$ cat config.mk
export PLATFORM = sky130hd
export DESIGN_NAME = tr_mux_seq
export DESIGN_NICKNAME = d
export VERILOG_FILES = /design/src/rtl/tr_mux_pkg.sv /design/src/rtl/tr_mux_sel_ctr.sv /design/src/rtl/tr_mux_seq.sv
export SDC_FILE = /design/constraint.sdc
export NUM_CORES = 1
export LEC_CHECK = 0
export ABC_AREA = 0
export BUFFER_PORTS_ARGS = -buffer_cell sky130_fd_sc_hd__buf_2
export CELL_PAD_IN_SITES_DETAIL_PLACEMENT = 1
export CELL_PAD_IN_SITES_GLOBAL_PLACEMENT = 2
export CORE_AREA = 2 2 282 284
export DETAILED_ROUTE_END_ITERATION = 16
export DIE_AREA = 0 0 284 286
export HOLD_SLACK_MARGIN = 0.1
export PLACE_DENSITY = 0.46
export SYNTH_ARGS = -nofsm -noshare
export SYNTH_HDL_FRONTEND = slang
export SYNTH_HIERARCHICAL = 1
export SYNTH_SLANG_ARGS = --single-unit
$ cat constraint.sdc
create_clock -name clk_i -period 2.8 [get_ports clk_i]
set_input_delay 0.42 -clock clk_i [delete_from_list [all_inputs] [get_ports clk_i]]
set_output_delay 0.42 -clock clk_i [all_outputs]
set_load 0.02 [all_outputs]
$ cat src/rtl/tr_mux_pkg.sv
// Shared types and default sizing for the transfer multiplexer (tr_mux_seq and tr_mux_sel_ctr).
package tr_mux_pkg;

  localparam int I_WIDTH          = 8;
  localparam int F_WIDTH          = 8;
  localparam int DW               = I_WIDTH + F_WIDTH;
  localparam int N_CH             = 4;
  localparam int LEN_TRANSFER     = 10;
  localparam int MAX_LEN_TRANSFER = 10;
  localparam int CNT_WIDTH        = 8;

  // A single-entry select still needs one bit to hold index 0.
  function automatic int sel_width(input int max_len);
    return (max_len > 1) ? $clog2(max_len) : 1;
  endfunction

  localparam int SEL_MUX_TR_WIDTH = sel_width(MAX_LEN_TRANSFER);

  typedef enum logic [1:0] {ST_IDLE, ST_RUN, ST_DONE} state_t;

  typedef logic signed [DW-1:0] data_t;

endpackage

$ cat src/rtl/tr_mux_sel_ctr.sv
// Select index register (load / increment with wrap at LEN-1) plus the remaining-beat counter.
module tr_mux_sel_ctr
  import tr_mux_pkg::*;
#(
  parameter int SEL_W = SEL_MUX_TR_WIDTH,
  parameter int CNT_W = CNT_WIDTH,
  parameter int LEN   = LEN_TRANSFER
) (
  input  logic             clk,
  input  logic             rst,
  input  logic             load_sel,
  input  logic             load_cnt,
  input  logic             step,
  input  logic [SEL_W-1:0] sel_in,
  input  logic [CNT_W-1:0] len_in,
  output logic [SEL_W-1:0] sel,
  output logic [CNT_W-1:0] remaining
);

  localparam logic [SEL_W-1:0] LAST_SEL = SEL_W'(LEN - 1);

  always_ff @(posedge clk) begin
    if (rst) begin
      sel       <= '0;
      remaining <= '0;
    end else begin
      if (load_sel) begin
        sel <= sel_in;
      end else if (step) begin
        sel <= (sel == LAST_SEL) ? '0 : sel + 1'b1;
      end
      if (load_cnt) begin
        remaining <= len_in;
      end else if (step) begin
        remaining <= remaining - 1'b1;
      end
    end
  end

endmodule

$ cat src/rtl/tr_mux_seq.sv
// Multi-channel transfer mux with a self-sequencing registered select (IDLE/RUN/DONE FSM).
// Optional range checking of loaded/start select values: define TR_MUX_RANGE_CHECK_EN.
module tr_mux_seq
  import tr_mux_pkg::*;
#(
  parameter int I_WIDTH          = tr_mux_pkg::I_WIDTH,
  parameter int F_WIDTH          = tr_mux_pkg::F_WIDTH,
  parameter int N_CH             = tr_mux_pkg::N_CH,
  parameter int LEN_TRANSFER     = tr_mux_pkg::LEN_TRANSFER,
  parameter int MAX_LEN_TRANSFER = tr_mux_pkg::MAX_LEN_TRANSFER,
  parameter int SEL_MUX_TR_WIDTH = sel_width(MAX_LEN_TRANSFER),
  parameter int CNT_WIDTH        = tr_mux_pkg::CNT_WIDTH
) (
  input  logic                               clk_i,
  input  logic                               rst_i,
  input  logic signed [I_WIDTH+F_WIDTH-1:0]  tr_data_i [N_CH][LEN_TRANSFER],
  input  logic        [SEL_MUX_TR_WIDTH-1:0] sel_mux_tr_i,
  input  logic                               sel_mux_tr_ld_i,
  input  logic                               start_i,
  input  logic        [CNT_WIDTH-1:0]        len_i,
  input  logic                               abort_i,
  input  logic                               ready_i,
  output logic        [SEL_MUX_TR_WIDTH-1:0] sel_mux_tr_o,
  output logic signed [I_WIDTH+F_WIDTH-1:0]  tr_data_o [N_CH],
  output logic                               valid_o,
  output logic                               busy_o,
  output logic                               done_o,
  output logic                               err_o,
  output state_t                             state_o
);

  localparam logic [SEL_MUX_TR_WIDTH-1:0] LAST_SEL = SEL_MUX_TR_WIDTH'(LEN_TRANSFER - 1);

  state_t                 state, state_n;
  logic                   load_sel, load_cnt, step;
  logic                   sel_ok;
  logic [CNT_WIDTH-1:0]   remaining;

  // Handshake: a beat transfers on a rising clk_i where valid_o && ready_i;
  // valid_o is high for the whole RUN state and the index/data stay frozen
  // until that beat is taken, unless abort_i drops the burst first.

`ifdef TR_MUX_RANGE_CHECK_EN
  logic err_q;
  logic err_set;

  assign sel_ok  = (sel_mux_tr_i <= LAST_SEL);
  assign err_set = (state == ST_IDLE) && (start_i || sel_mux_tr_ld_i) && !sel_ok;

  always_ff @(posedge clk_i) begin
    if (rst_i) begin
      err_q <= 1'b0;
    end else if (err_set) begin
      err_q <= 1'b1;
    end
  end

  assign err_o = err_q;
`else
  assign sel_ok = 1'b1;
  assign err_o  = 1'b0;
`endif

  always_ff @(posedge clk_i) begin
    if (rst_i) begin
      state <= ST_IDLE;
    end else begin
      state <= state_n;
    end
  end

  always_comb begin
    state_n  = state;
    load_sel = 1'b0;
    load_cnt = 1'b0;
    step     = 1'b0;
    case (state)
      ST_IDLE: begin
        // A start, even a rejected one, shadows a same-cycle static load.
        if (start_i) begin
          if (sel_ok) begin
            if (len_i != '0) begin
              load_sel = 1'b1;
              load_cnt = 1'b1;
              state_n  = ST_RUN;
            end else begin
              state_n  = ST_DONE;
            end
          end
        end else if (sel_mux_tr_ld_i && sel_ok) begin
          load_sel = 1'b1;
        end
      end
      ST_RUN: begin
        if (abort_i) begin
          state_n = ST_IDLE;
        end else if (ready_i) begin
          if (remaining == CNT_WIDTH'(1)) begin
            state_n = ST_DONE;
          end else begin
            step = 1'b1;
          end
        end
      end
      ST_DONE: begin
        state_n = ST_IDLE;
      end
      default: begin
        state_n = ST_IDLE;
      end
    endcase
  end

  tr_mux_sel_ctr #(
    .SEL_W (SEL_MUX_TR_WIDTH),
    .CNT_W (CNT_WIDTH),
    .LEN   (LEN_TRANSFER)
  ) u_sel_ctr (
    .clk       (clk_i),
    .rst       (rst_i),
    .load_sel  (load_sel),
    .load_cnt  (load_cnt),
    .step      (step),
    .sel_in    (sel_mux_tr_i),
    .len_in    (len_i),
    .sel       (sel_mux_tr_o),
    .remaining (remaining)
  );

  assign valid_o = (state == ST_RUN);
  assign busy_o  = (state != ST_IDLE);
  assign done_o  = (state == ST_DONE);
  assign state_o = state;

  // Out-of-range select reads as zero on every channel.
  for (genvar ch = 0; ch < N_CH; ch++) begin : g_ch
    assign tr_data_o[ch] = (sel_mux_tr_o <= LAST_SEL) ? tr_data_i[ch][sel_mux_tr_o] : '0;
  end

endmodule

==> metrics.md, run 1 <==
| Metric | Value |
|---|---|
| Status | `finished clean` |
| Final Critical Period | `2.714 ns` |
| Max cap viols | `0` |
| Syn nets | `1215` |
| Die area | `81220 um^2` |
| Setup crit start kind | `register` |
| CTS tree | `built` |
| Worst-path fanout max | `25` |
| I/O Pins | `732` |
| Layout cells sized above 1 | `72.35%` |
| Cts hold-fix bufs | `0` |
| R2R cell count | `7` |
| Hold Crit Depth | `3` |
| Reg2Reg Setup Slack | `0.51 ns` |
| DRC | `0` |
| Post-CTS Setup Inserts | `0` |
| Setup crit end kind | `primary output` |
| Final wirelength | `49590 um` |
| Post-cts sizing count | `1` |
| Highest clock rate | `0.3685 GHz` |
| Worst Skew | `0.003117 ns` |
| Worst R2R End | `u_sel_ctr/remaining[4]` |
| First-pass GRT wire length | `68300 um` |
| Tcrit/Tclk final | `96.93%` |
| Htree depth | `1` |
| DR vias | `8371` |
| Slew margin rel. | `57.79%` |
| Inst Count DP | `2312` |
| Drt first pass iters | `4` |
| Required time worst endpoint | `2.38 ns` |
| Synth top area share | `25.23%` |
| Worst ir drop on vdd | `0.0001229 V` |
| Gpl congestion | `0.9576` |
| DR WL/cell | `21.35 um` |
| IO Port Bufs | `730` |
| Starting DRT DRC Count | `320` |
| DR vias/cell | `3.604` |
| Register area share after synthesis | `4.906%` |
| Yosys reg bits | `14` |
| Synth-to-Final Area Change | `91.96%` |
| Hold path startpoint | `len_i[0]` |
| Actual slew at the worst max-slew pin | `0.6244 ns` |
| Synth top area cells | `mux4_2 25%, mux2i_1 23%, mux2_2 13%, a221o_1 11%, o22ai_1 6.9%` |
| CTS buffer count | `3` |
| Post-synth ARST share | `0%` |
| HP Class | `input pin to register` |
| Final Hold Viols | `0` |
| Initial antenna violation count | `10` |
| Die W | `284 um` |
| Final TNS setup | `0 ns` |
| Row cnt | `103` |
| Final setup viols | `0` |
| Worst Path Arrival | `2.29 ns` |
| Pwr dens | `292.8 nW/um^2` |
| Clk buf depth | `2` |
| Main synth FF type | `dfxtp_1` |
| Number of enable flip-flop cells after synthesis | `0` |
| Initial core utilization | `7.291%` |
| Fillers | `9511` |
| Largest net degree at the start of global routing | `42` |
| Yosys cell types | `53` |
| Mapped Avg Cell Area | `10.28 um^2` |
| CP Class | `register to primary output` |
| Worst hold endpoint | `u_sel_ctr/remaining[0]` |
| Post-DP HPWL | `43160 um` |
| Worst r2r src | `state_o[0]` |
| Synth area leader | `mux4_2` |
| Clk Latency, worst-skew pair | `0.25 ns` |
| Total track usage | `11.39%` |
| Core area | `78360 um^2` |
| Antenna-violating nets left | `0` |
| Die Ht | `286 um` |
| Cells after synthesis | `556` |
| Grt ovf | `0` |
| Final Instance Count excl. Fillers | `2323` |
| Clock-pin slew of the registers on the worst-case setup and hold paths | `0.05 ns` |
| Ys Warns | `6` |
| Pins over their slew limit | `0` |
| CTS Sinks | `14` |
| Root Driver | `clkbuf_16` |
| Static leakage | `0.004907 uW` |
| RSZ-0062 raised after global routing | `no` |
| Nets | `1926` |
| Vias in the first global route | `9443` |
| Mapped cell area | `5713 um^2` |
## through the flow
| step | total power (uW) | hold WS [ns] | cell area (um^2) | setup slack (ns) | util (%) |
|---|---|---|---|---|---|
| after global routing | 3437 | 0.4724 | 10960 | 0.03504 | 13.99 |
| after floorplan | 1702 | 0.4968 | 5713 | 0.4179 | - |
| after global placement | 2932 | 0.5655 | 10850 | 0.3566 | 13.85 |
| after CTS | 3277 | 0.4531 | 10950 | 0.08088 | 13.97 |
| final | 3211 | 0.4492 | 10970 | 0.08596 | 14.00 |
| after detailed placement | 2939 | 0.5480 | 10850 | 0.2812 | 13.85 |
## cell type report
| type | instances | area, um^2 | area share (%) |
|---|---|---|---|
| clock buffer | 4 | 88.84 | 0.8100 |
| multi-input combinational | 469 | 5085 | 46.37 |
| timing repair buffer | 773 | 4151 | 37.85 |
| sequential | 14 | 287.8 | 2.624 |
| tap | 1050 | 1314 | 11.98 |
| antenna | 7 | 17.52 | 0.1597 |
| inverter | 6 | 22.52 | 0.2054 |
## cell usage after synthesis, drive strengths merged (2+ instances only)
library cell and number:
nor3b 5, inv 6, a221o 63, a21oi 6, xor2 4, a211o 2
mux2 64, a2111oi 2, buf 46, clkbuf 21, nor3 3, a311oi 2
nand3b 2, mux4 64, o211ai 2, nor2b 4, nor2 11, nor4b 3
o22ai 63, nand2 8, a211oi 3, nor4 4, nand3 3, mux2i 129
dfxtp 14
## registers in the layout (all words and copies together) (netlist names)
name,cells
state_o,2
u_sel_ctr/sel,4
u_sel_ctr/remaining,8
## power by group
part / switching (uW) / internal [uW] / total, uW / leakage (uW)
logic: 1380 / 1260 / 2640 / 0.00475
clock network: 96.4 / 217 / 314 / 0.0000442
registers: 37.1 / 219 / 256 / 0.000117
## logic make-up (layout without fill, tap and decap cells)
family / count (synthesis) / after routing / share of synthesized area [%]
multiplexers: 257 / 257 / 60.45
other: 1 / 8 / 0.06564
XOR/XNOR: 5 / 5 / 0.7665
buffers and inverters: 73 / 783 / 6.461
AND/OR/NAND/NOR: 53 / 53 / 5.694
AO/OA/AOI/OAI: 152 / 152 / 21.44
flip-flops: 14 / 14 / 4.906
adder cells (fa/ha/maj): 1 / 1 / 0.2190
## worst max-delay path: stages, from the launching register on
cell and delay [ns]:
dfxtp_4 0.38, buf_12 0.19, buf_12 0.24, mux4_2 0.57, a221o_1 0.41, buf_2 0.18
## worst max-delay path by stage
stage,from,slack [ns],to
after floorplan,u_sel_ctr/sel[1],0.42,tr_data_o[0]
after global placement,u_sel_ctr/sel[2],0.36,tr_data_o[16]
after global routing,u_sel_ctr/sel[2],0.04,tr_data_o[35]
final,u_sel_ctr/sel[0],0.09,tr_data_o[49]
after detailed placement,u_sel_ctr/sel[2],0.28,tr_data_o[16]
after CTS,u_sel_ctr/sel[2],0.08,tr_data_o[35]
## metal layers
layer,GRT usage [%],up-vias,wire (um),share of wire (%)
li1,-,3828,-,-
met2,20.73,496,24980,50
met5,0,-,13,0.026
met3,2.480,34,3517,7.1
met1,13.59,4011,19930,40
met4,2.579,2,1144,2.3
## layout by cell type, fill, tap and decap left out, drive strengths merged, types with 5 or more instances in the layout
master / n
buf: 773
mux2i: 129
mux4: 64
mux2: 64
a221o: 63
o22ai: 63
dfxtp: 14
nor2: 11
nand2: 8
diode: 7
a21oi: 6
inv: 6
nor3b: 5
Power figures use the tool's default switching activity.
==> run 2: changes to the inputs <==
--- a/config.mk
+++ b/config.mk
@@ -14,6 +14,7 @@
 export DIE_AREA = 0 0 284 286
 export HOLD_SLACK_MARGIN = 0.1
 export PLACE_DENSITY = 0.46
+export RECOVER_POWER = 100
 export SYNTH_ARGS = -nofsm -noshare
 export SYNTH_HDL_FRONTEND = slang
 export SYNTH_HIERARCHICAL = 1
==> run 2 against run 1 <==
Against the previous run:
- worst hold slack hardly changed
- via count is 0.32% lower
- critical endpoint is now tr_data_o[14]
- sequential share of layout area hardly changed
- highest routed layer unchanged
- cell area is 0.42% lower
- non-clock buffer count stayed put
- flip-flop and latch count stayed put
- maximum frequency is 0.38% higher
==> metrics.md, run 2 (synthesized netlist as in run 1, its figures left out) <==
| Metric | Value |
|---|---|
| Drt first pass iters | `4 (unchanged)` |
| Clk Latency, worst-skew pair | `0.25 ns (about the same)` |
| Clock-pin slew of the registers on the worst-case setup and hold paths | `0.05 ns (about the same)` |
| Post-DP HPWL | `43160 um (unchanged)` |
| Max FFs per register | `8 (unchanged)` |
| Tcrit/Tclk final | `96.57% (was 96.93%)` |
| Max cap viols | `0 (unchanged)` |
| Final Hold Viols | `0 (unchanged)` |
| Final wirelength | `49540 um (was 49590 um)` |
| Routed wl met2 | `24950 um (was 24980 um)` |
| I/O Pins | `732 (unchanged)` |
| Worst-path fanout max | `34 (was 25)` |
| Starting DRT DRC Count | `333 (was 320)` |
| Core area | `78360 um^2 (unchanged)` |
| DR vias/cell | `3.590 (was 3.604)` |
| Largest net degree at the start of global routing | `42 (unchanged)` |
| Final Critical Period | `2.704 ns (was 2.714 ns)` |
| Highest clock rate | `0.3698 GHz (was 0.3685 GHz)` |
| Grt ovf | `0 (unchanged)` |
| CTS tree | `built (unchanged)` |
| Max Used Layer | `met5 (unchanged)` |
| Setup crit end kind | `primary output (unchanged)` |
| DRC | `0 (unchanged)` |
| Gpl congestion | `0.9576 (unchanged)` |
| IO Port Bufs | `730 (unchanged)` |
| CP Class | `register to primary output (unchanged)` |
| Pwr dens | `291.8 nW/um^2 (was 292.8 nW/um^2)` |
| Finished Core Util | `13.94% (was 14.00%)` |
| Worst Skew | `0.002900 ns (was 0.003117 ns)` |
| RSZ-0062 raised after global routing | `no (unchanged)` |
| Total track usage | `11.39% (unchanged)` |
| Final TNS setup | `0 ns (unchanged)` |
| Static leakage | `0.004835 uW (was 0.004907 uW)` |
| Layout cells sized above 1 | `70.62% (was 72.35%)` |
| CTS Sinks | `14 (unchanged)` |
| Row cnt | `103 (unchanged)` |
| Most common cell after layout, fill and taps aside | `buf_2 (unchanged)` |
| Setup crit start kind | `register (unchanged)` |
| Status | `finished clean (unchanged)` |
| Die area | `81220 um^2 (unchanged)` |
| DR vias | `8344 (was 8371)` |
| Hold slack | `0.4489 ns (was 0.4492 ns)` |
| CTS buffer count | `3 (unchanged)` |
| Worst ir drop on vdd | `0.0001217 V (was 0.0001229 V)` |
| Clk buf depth | `2 (unchanged)` |
| First-pass GRT wire length | `68300 um (unchanged)` |
| Worst Path Arrival | `2.28 ns (was 2.29 ns)` |
| Final setup viols | `0 (unchanged)` |
| Synth-to-Final Area Change | `91.15% (was 91.96%)` |
| Cts hold-fix bufs | `0 (unchanged)` |
| HP Class | `input pin to register (unchanged)` |
| Required time worst endpoint | `2.38 ns (about the same)` |
| Fillers | `9520 (was 9511)` |
| Met3 wire len | `3259 um (was 3517 um)` |
| Root Driver | `clkbuf_16 (unchanged)` |
| Antenna-violating nets left | `0 (unchanged)` |
| Die Ht | `286 um (unchanged)` |
| Initial antenna violation count | `10 (unchanged)` |
| Post-CTS Setup Inserts | `0 (unchanged)` |
| Initial core utilization | `7.291% (unchanged)` |
| Nets | `1926 (unchanged)` |
| Pins over their slew limit | `0 (unchanged)` |
| Actual slew at the worst max-slew pin | `0.6331 ns (was 0.6244 ns)` |
| DR WL/cell | `21.31 um (was 21.35 um)` |
| Largest Register | `u_sel_ctr/remaining (unchanged)` |
| Vias in the first global route | `9443 (unchanged)` |
| Slew margin rel. | `57.20% (was 57.79%)` |
| Die W | `284 um (unchanged)` |
| Post-route met1 wirelength | `20170 um (was 19930 um)` |
| Htree depth | `1 (unchanged)` |
| Most frequent cells in the layout | `674 x buf_2, 129 x mux2i_1, 64 x mux4_2, 64 x mux2_2, 63 x a221o_1 (was 730 x buf_2, 129 x mux2i_1, 64 x mux4_2, 64 x mux2_2, 63 x a221o_1)` |
run 2: changes by cell type in the layout (fill, tap and decap cells not counted), sizes merged:
| cell | before | now |
|---|---|---|
| clkbuf | 4 | 64 |
| buf | 773 | 713 |
| diode | 7 | 8 |
run 2: report_power, final:
part	switching (uW)	internal, uW	leakage [uW]
combinational	1380	1240	0.00467
sequential	36.4	219	0.000117
clock	95.6	217	0.0000442
total	1510	1680	0.00484
run 2: what timing repair did:
action | CTS | global route
setup endpoints to repair | 1 | 0
endpoints found under the hold margin | 0 | 0
resized for setup | 1 | 0
run 2: routing by layer:
| layer | vias to the layer above | global-route usage, % |
|---|---|---|
| met5 | - | 0 |
| met4 | 2 | 2.579 |
| met1 | 4001 | 13.59 |
| li1 | 3830 | - |
| met3 | 36 | 2.480 |
| met2 | 475 | 20.73 |
run 2: path summary, 6_finish.rpt:
check	end	startpoint	depth (start not counted)	slack (ns)
worst max-delay path	tr_data_o[14]	u_sel_ctr/sel[2]	5	0.1
worst max register to register	u_sel_ctr/remaining[4]	state_o[0]	7	0.48
worst min-delay path	u_sel_ctr/remaining[0]	len_i[0]	3	0.45
worst min register to register	u_sel_ctr/remaining[4]	u_sel_ctr/remaining[4]	2	0.57
run 2: final cells by class:
cell class,instances,area [um^2],share of cell area [%]
multi-input combinational,469,5071,46.44
timing repair buffer,773,4116,37.69
tap,1050,1314,12.03
sequential,14,287.8,2.635
clock buffer,4,88.84,0.8135
inverter,6,22.52,0.2062
antenna,8,20.02,0.1833
run 2: critical path, stage by stage (launching register included):
cell and delay (ns):
dfxtp_1 0.56, or3b_4 0.47, buf_12 0.18, o22ai_1 0.35, a221o_1 0.21, clkbuf_2 0.19
run 2: per-stage QoR:
| step | power (uW) | std cells | setup slack, ns | cell area (um^2) |
|---|---|---|---|---|
| floorplan | 1702 | 556 | 0.4179 | 5713 |
| global placement | 2932 | 2312 | 0.3566 | 10850 |
| detailed placement | 2939 | 2312 | 0.2812 | 10850 |
| CTS | 3277 | 2316 | 0.08088 | 10950 |
| global route | 3416 | 2320 | 0.01994 | 10910 |
| finish | 3187 | 2324 | 0.09611 | 10920 |
==> run 3: changes to the inputs <==
--- a/config.mk
+++ b/config.mk
@@ -5,15 +5,15 @@
 export SDC_FILE = /design/constraint.sdc
 export NUM_CORES = 1
 export LEC_CHECK = 0
-export ABC_AREA = 0
+export ABC_AREA = 1
 export BUFFER_PORTS_ARGS = -buffer_cell sky130_fd_sc_hd__buf_2
 export CELL_PAD_IN_SITES_DETAIL_PLACEMENT = 1
 export CELL_PAD_IN_SITES_GLOBAL_PLACEMENT = 2
-export CORE_AREA = 2 2 282 284
+export CORE_AREA = 2 2 288 290
 export DETAILED_ROUTE_END_ITERATION = 16
-export DIE_AREA = 0 0 284 286
+export DIE_AREA = 0 0 290 292
 export HOLD_SLACK_MARGIN = 0.1
-export PLACE_DENSITY = 0.46
+export PLACE_DENSITY = 0.58
 export RECOVER_POWER = 100
 export SYNTH_ARGS = -nofsm -noshare
 export SYNTH_HDL_FRONTEND = slang
==> run 3 against run 2 <==
Against the previous run:
- routed wire length grew 41%
- final cell count grew 45%
- largest cell class unchanged
- largest power group unchanged
- critical path type unchanged
- critical endpoint is now tr_data_o[13]
- worst hold slack gained 0.0016 ns
==> metrics.md, run 3 <==
| Metric | Value |
|---|---|
| Die W | `290 um (was 284 um)` |
| CTS Sinks | `14 (unchanged)` |
| HP Class | `input pin to register (unchanged)` |
| Htree depth | `1 (unchanged)` |
| Register area | `291.5 um^2 (was 287.8 um^2)` |
| Yosys reg bits | `14 (unchanged)` |
| Worst Skew | `0.004584 ns (was 0.002900 ns)` |
| Post-DP HPWL | `59070 um (was 43160 um)` |
| Final setup viols | `0 (unchanged)` |
| Starting DRT DRC Count | `491 (was 333)` |
| Max FFs per register | `8 (unchanged)` |
| Mapped cell area | `7483 um^2 (was 5713 um^2)` |
| IO Port Bufs | `730 (unchanged)` |
| Synth-to-Final Area Change | `67.48% (was 91.15%)` |
| Number of enable flip-flop cells after synthesis | `0 (unchanged)` |
| Worst-path fanout max | `21 (was 34)` |
| Largest net degree at the start of global routing | `74 (was 42)` |
| Final TNS setup | `0 ns (unchanged)` |
| Root Driver | `clkbuf_16 (unchanged)` |
| Cts hold-fix bufs | `0 (unchanged)` |
| Total track usage | `15.82% (was 11.39%)` |
| Highest clock rate | `0.3793 GHz (was 0.3698 GHz)` |
| Layout cells sized above 1 | `34.25% (was 70.62%)` |
| Row cnt | `105 (was 103)` |
| DR vias/cell | `3.797 (was 3.590)` |
| Static leakage | `0.007167 uW (was 0.004835 uW)` |
| Required time worst endpoint | `2.38 ns (about the same)` |
| Cells after synthesis | `1625 (was 556)` |
| Yosys cell types | `33 (was 53)` |
| First-pass GRT wire length | `98010 um (was 68300 um)` |
| DP Area | `12530 um^2 (was 10850 um^2)` |
| Fillers | `10670 (was 9520)` |
| DRC | `0 (unchanged)` |
| Setup crit start kind | `register (unchanged)` |
| Final Hold Viols | `0 (unchanged)` |
| Status | `finished clean (unchanged)` |
| CP Class | `register to primary output (unchanged)` |
| Grt ovf | `0 (unchanged)` |
| Die Ht | `292 um (was 286 um)` |
| RSZ-0062 raised after global routing | `no (unchanged)` |
| Fin area | `12530 um^2 (was 10920 um^2)` |
| Synth top area cells | `nand2_1 33%, nand3_1 18%, inv_1 13%, a22o_1 7.5%, a21oi_1 4.9% (was mux4_2 25%, mux2i_1 23%, mux2_2 13%, a221o_1 11%, o22ai_1 6.9%)` |
| CTS buffer count | `3 (unchanged)` |
| Core area | `81580 um^2 (was 78360 um^2)` |
| Most frequent cells in the layout | `686 x buf_2, 665 x nand2_1, 264 x nand3_1, 255 x inv_1, 92 x nor2_1 (was 674 x buf_2, 129 x mux2i_1, 64 x mux4_2, 64 x mux2_2, 63 x a221o_1)` |
| Ys Warns | `6 (unchanged)` |
| Mapped Avg Cell Area | `4.605 um^2 (was 10.28 um^2)` |
| Drt first pass iters | `5 (was 4)` |
| Worst ir drop on vdd | `0.0002471 V (was 0.0001217 V)` |
| DR WL/cell | `20.75 um (was 21.31 um)` |
| Register area share after synthesis | `3.745% (was 4.906%)` |
| Post-synth ARST share | `0% (unchanged)` |
| Vias in the first global route | `13620 (was 9443)` |
| Most common cell after layout, fill and taps aside | `buf_2 (unchanged)` |
| Pwr dens | `468.4 nW/um^2 (was 291.8 nW/um^2)` |
| Worst Path Arrival | `2.22 ns (was 2.28 ns)` |
| Initial antenna violation count | `18 (was 10)` |
| Multi-input gate area | `5605 um^2 (was 5071 um^2)` |
| Tcrit/Tclk final | `94.15% (was 96.57%)` |
| Setup crit end kind | `primary output (unchanged)` |
| Nets | `2952 (was 1926)` |
| Max cap viols | `0 (unchanged)` |
| Final Critical Period | `2.636 ns (was 2.704 ns)` |
| Clk Latency, worst-skew pair | `0.27 ns (was 0.25 ns)` |
| Largest Register | `u_sel_ctr/remaining (unchanged)` |
| Synth top area share | `33.31% (was 25.23%)` |
| CTS tree | `built (unchanged)` |
| Pins over their slew limit | `0 (unchanged)` |
| Clk buf depth | `2 (unchanged)` |
| Top-count cell post-synth | `nand2_1 (was mux2i_1)` |
| Initial core utilization | `9.173% (was 7.291%)` |
| Antenna-violating nets left | `0 (unchanged)` |
| Synth area leader | `nand2_1 (was mux4_2)` |
| I/O Pins | `732 (unchanged)` |
| Die area | `84680 um^2 (was 81220 um^2)` |
| DR vias | `12800 (was 8344)` |
| Main synth FF type | `dfxtp_1 (unchanged)` |
| Clock-pin slew of the registers on the worst-case setup and hold paths | `0.06 ns (was 0.05 ns)` |
| Final wirelength | `69920 um (was 49540 um)` |
| Syn nets | `2284 (was 1215)` |
| Gpl congestion | `0.8400 (was 0.9576)` |
| Post-synth top cells | `664 x nand2_1, 264 x nand3_1, 255 x inv_1 (was 129 x mux2i_1, 64 x mux2_2, 64 x mux4_2)` |
[run 3: cell families after synthesis]
logic type	after synthesis	share of synthesized area, %
AOI/OAI and AO/OA	155	13.99
xor gates and xnor gates	3	0.3512
adders and majority gates	1	0.1672
buffers and inverters	380	21.32
DFF	14	3.745
other	1	0.05011
and+or+nand+nor	1071	60.37
[run 3: path summary, 6_finish.rpt]
| check | slack, ns | depth (start not counted) | from | to |
|---|---|---|---|---|
| worst max-delay path | 0.16 | 8 | u_sel_ctr/sel[0] | tr_data_o[13] |
| worst min-delay path | 0.45 | 3 | len_i[2] | u_sel_ctr/remaining[2] |
| worst max register to register | 0.64 | 12 | u_sel_ctr/remaining[2] | u_sel_ctr/remaining[0] |
| worst min register to register | 0.59 | 2 | u_sel_ctr/remaining[2] | u_sel_ctr/remaining[2] |
[run 3: where the power goes]
group          internal, uW  switching, uW
Sequential              239           65.8
Clock                   219            125
Combinational          1730           3500
Total                  2180           3690
[run 3: stage by stage]
stage	std cells	setup slack, ns	total power, uW	hold WS [ns]	util (%)
final	3370	0.1637	5870	0.4505	15.36
after CTS	3363	0.01939	6164	0.4478	15.46
after global routing	3365	0.03012	6484	0.4544	15.35
after floorplan	1625	0.8472	3268	0.4824	-
after global placement	3359	0.3515	5788	0.5831	15.35
after detailed placement	3359	0.3261	5789	0.5775	15.35
[run 3: repair_timing]
| action | in CTS | in global routing |
|---|---|---|
| setup endpoints to repair | 0 | 1 |
| setup buffers | 0 | 0 |
| gates resized for setup | 0 | 1 |
[run 3: critical path: stages (launching register included)]
cell and delay (ns):
dfxtp_4 0.39, nor2_4 0.18, buf_12 0.21, clkbuf_2 0.32, clkbuf_2 0.28, a22o_1 0.18
nand2_1 0.12, nand2_1 0.09, clkbuf_2 0.16
[run 3: layer usage]
metal | GRT usage (%) | vias up | part of all wire (%)
li1 | - | 6421 | -
met3 | 3.669 | 40 | 6.6
met4 | 2.083 | 18 | 1.3
met5 | 0 | - | 0.17
met2 | 28.99 | 457 | 50
met1 | 19.09 | 5860 | 42
[run 3: area by class of cell]
cell class	instances	area share, %
Multi-Input combinational cell	1231	44.72
Timing Repair Buffer	780	33.40
Tap cell	1070	10.68
Inverter	263	7.996
Sequential cell	14	2.326
Clock buffer	4	0.7088
Antenna cell	8	0.1597
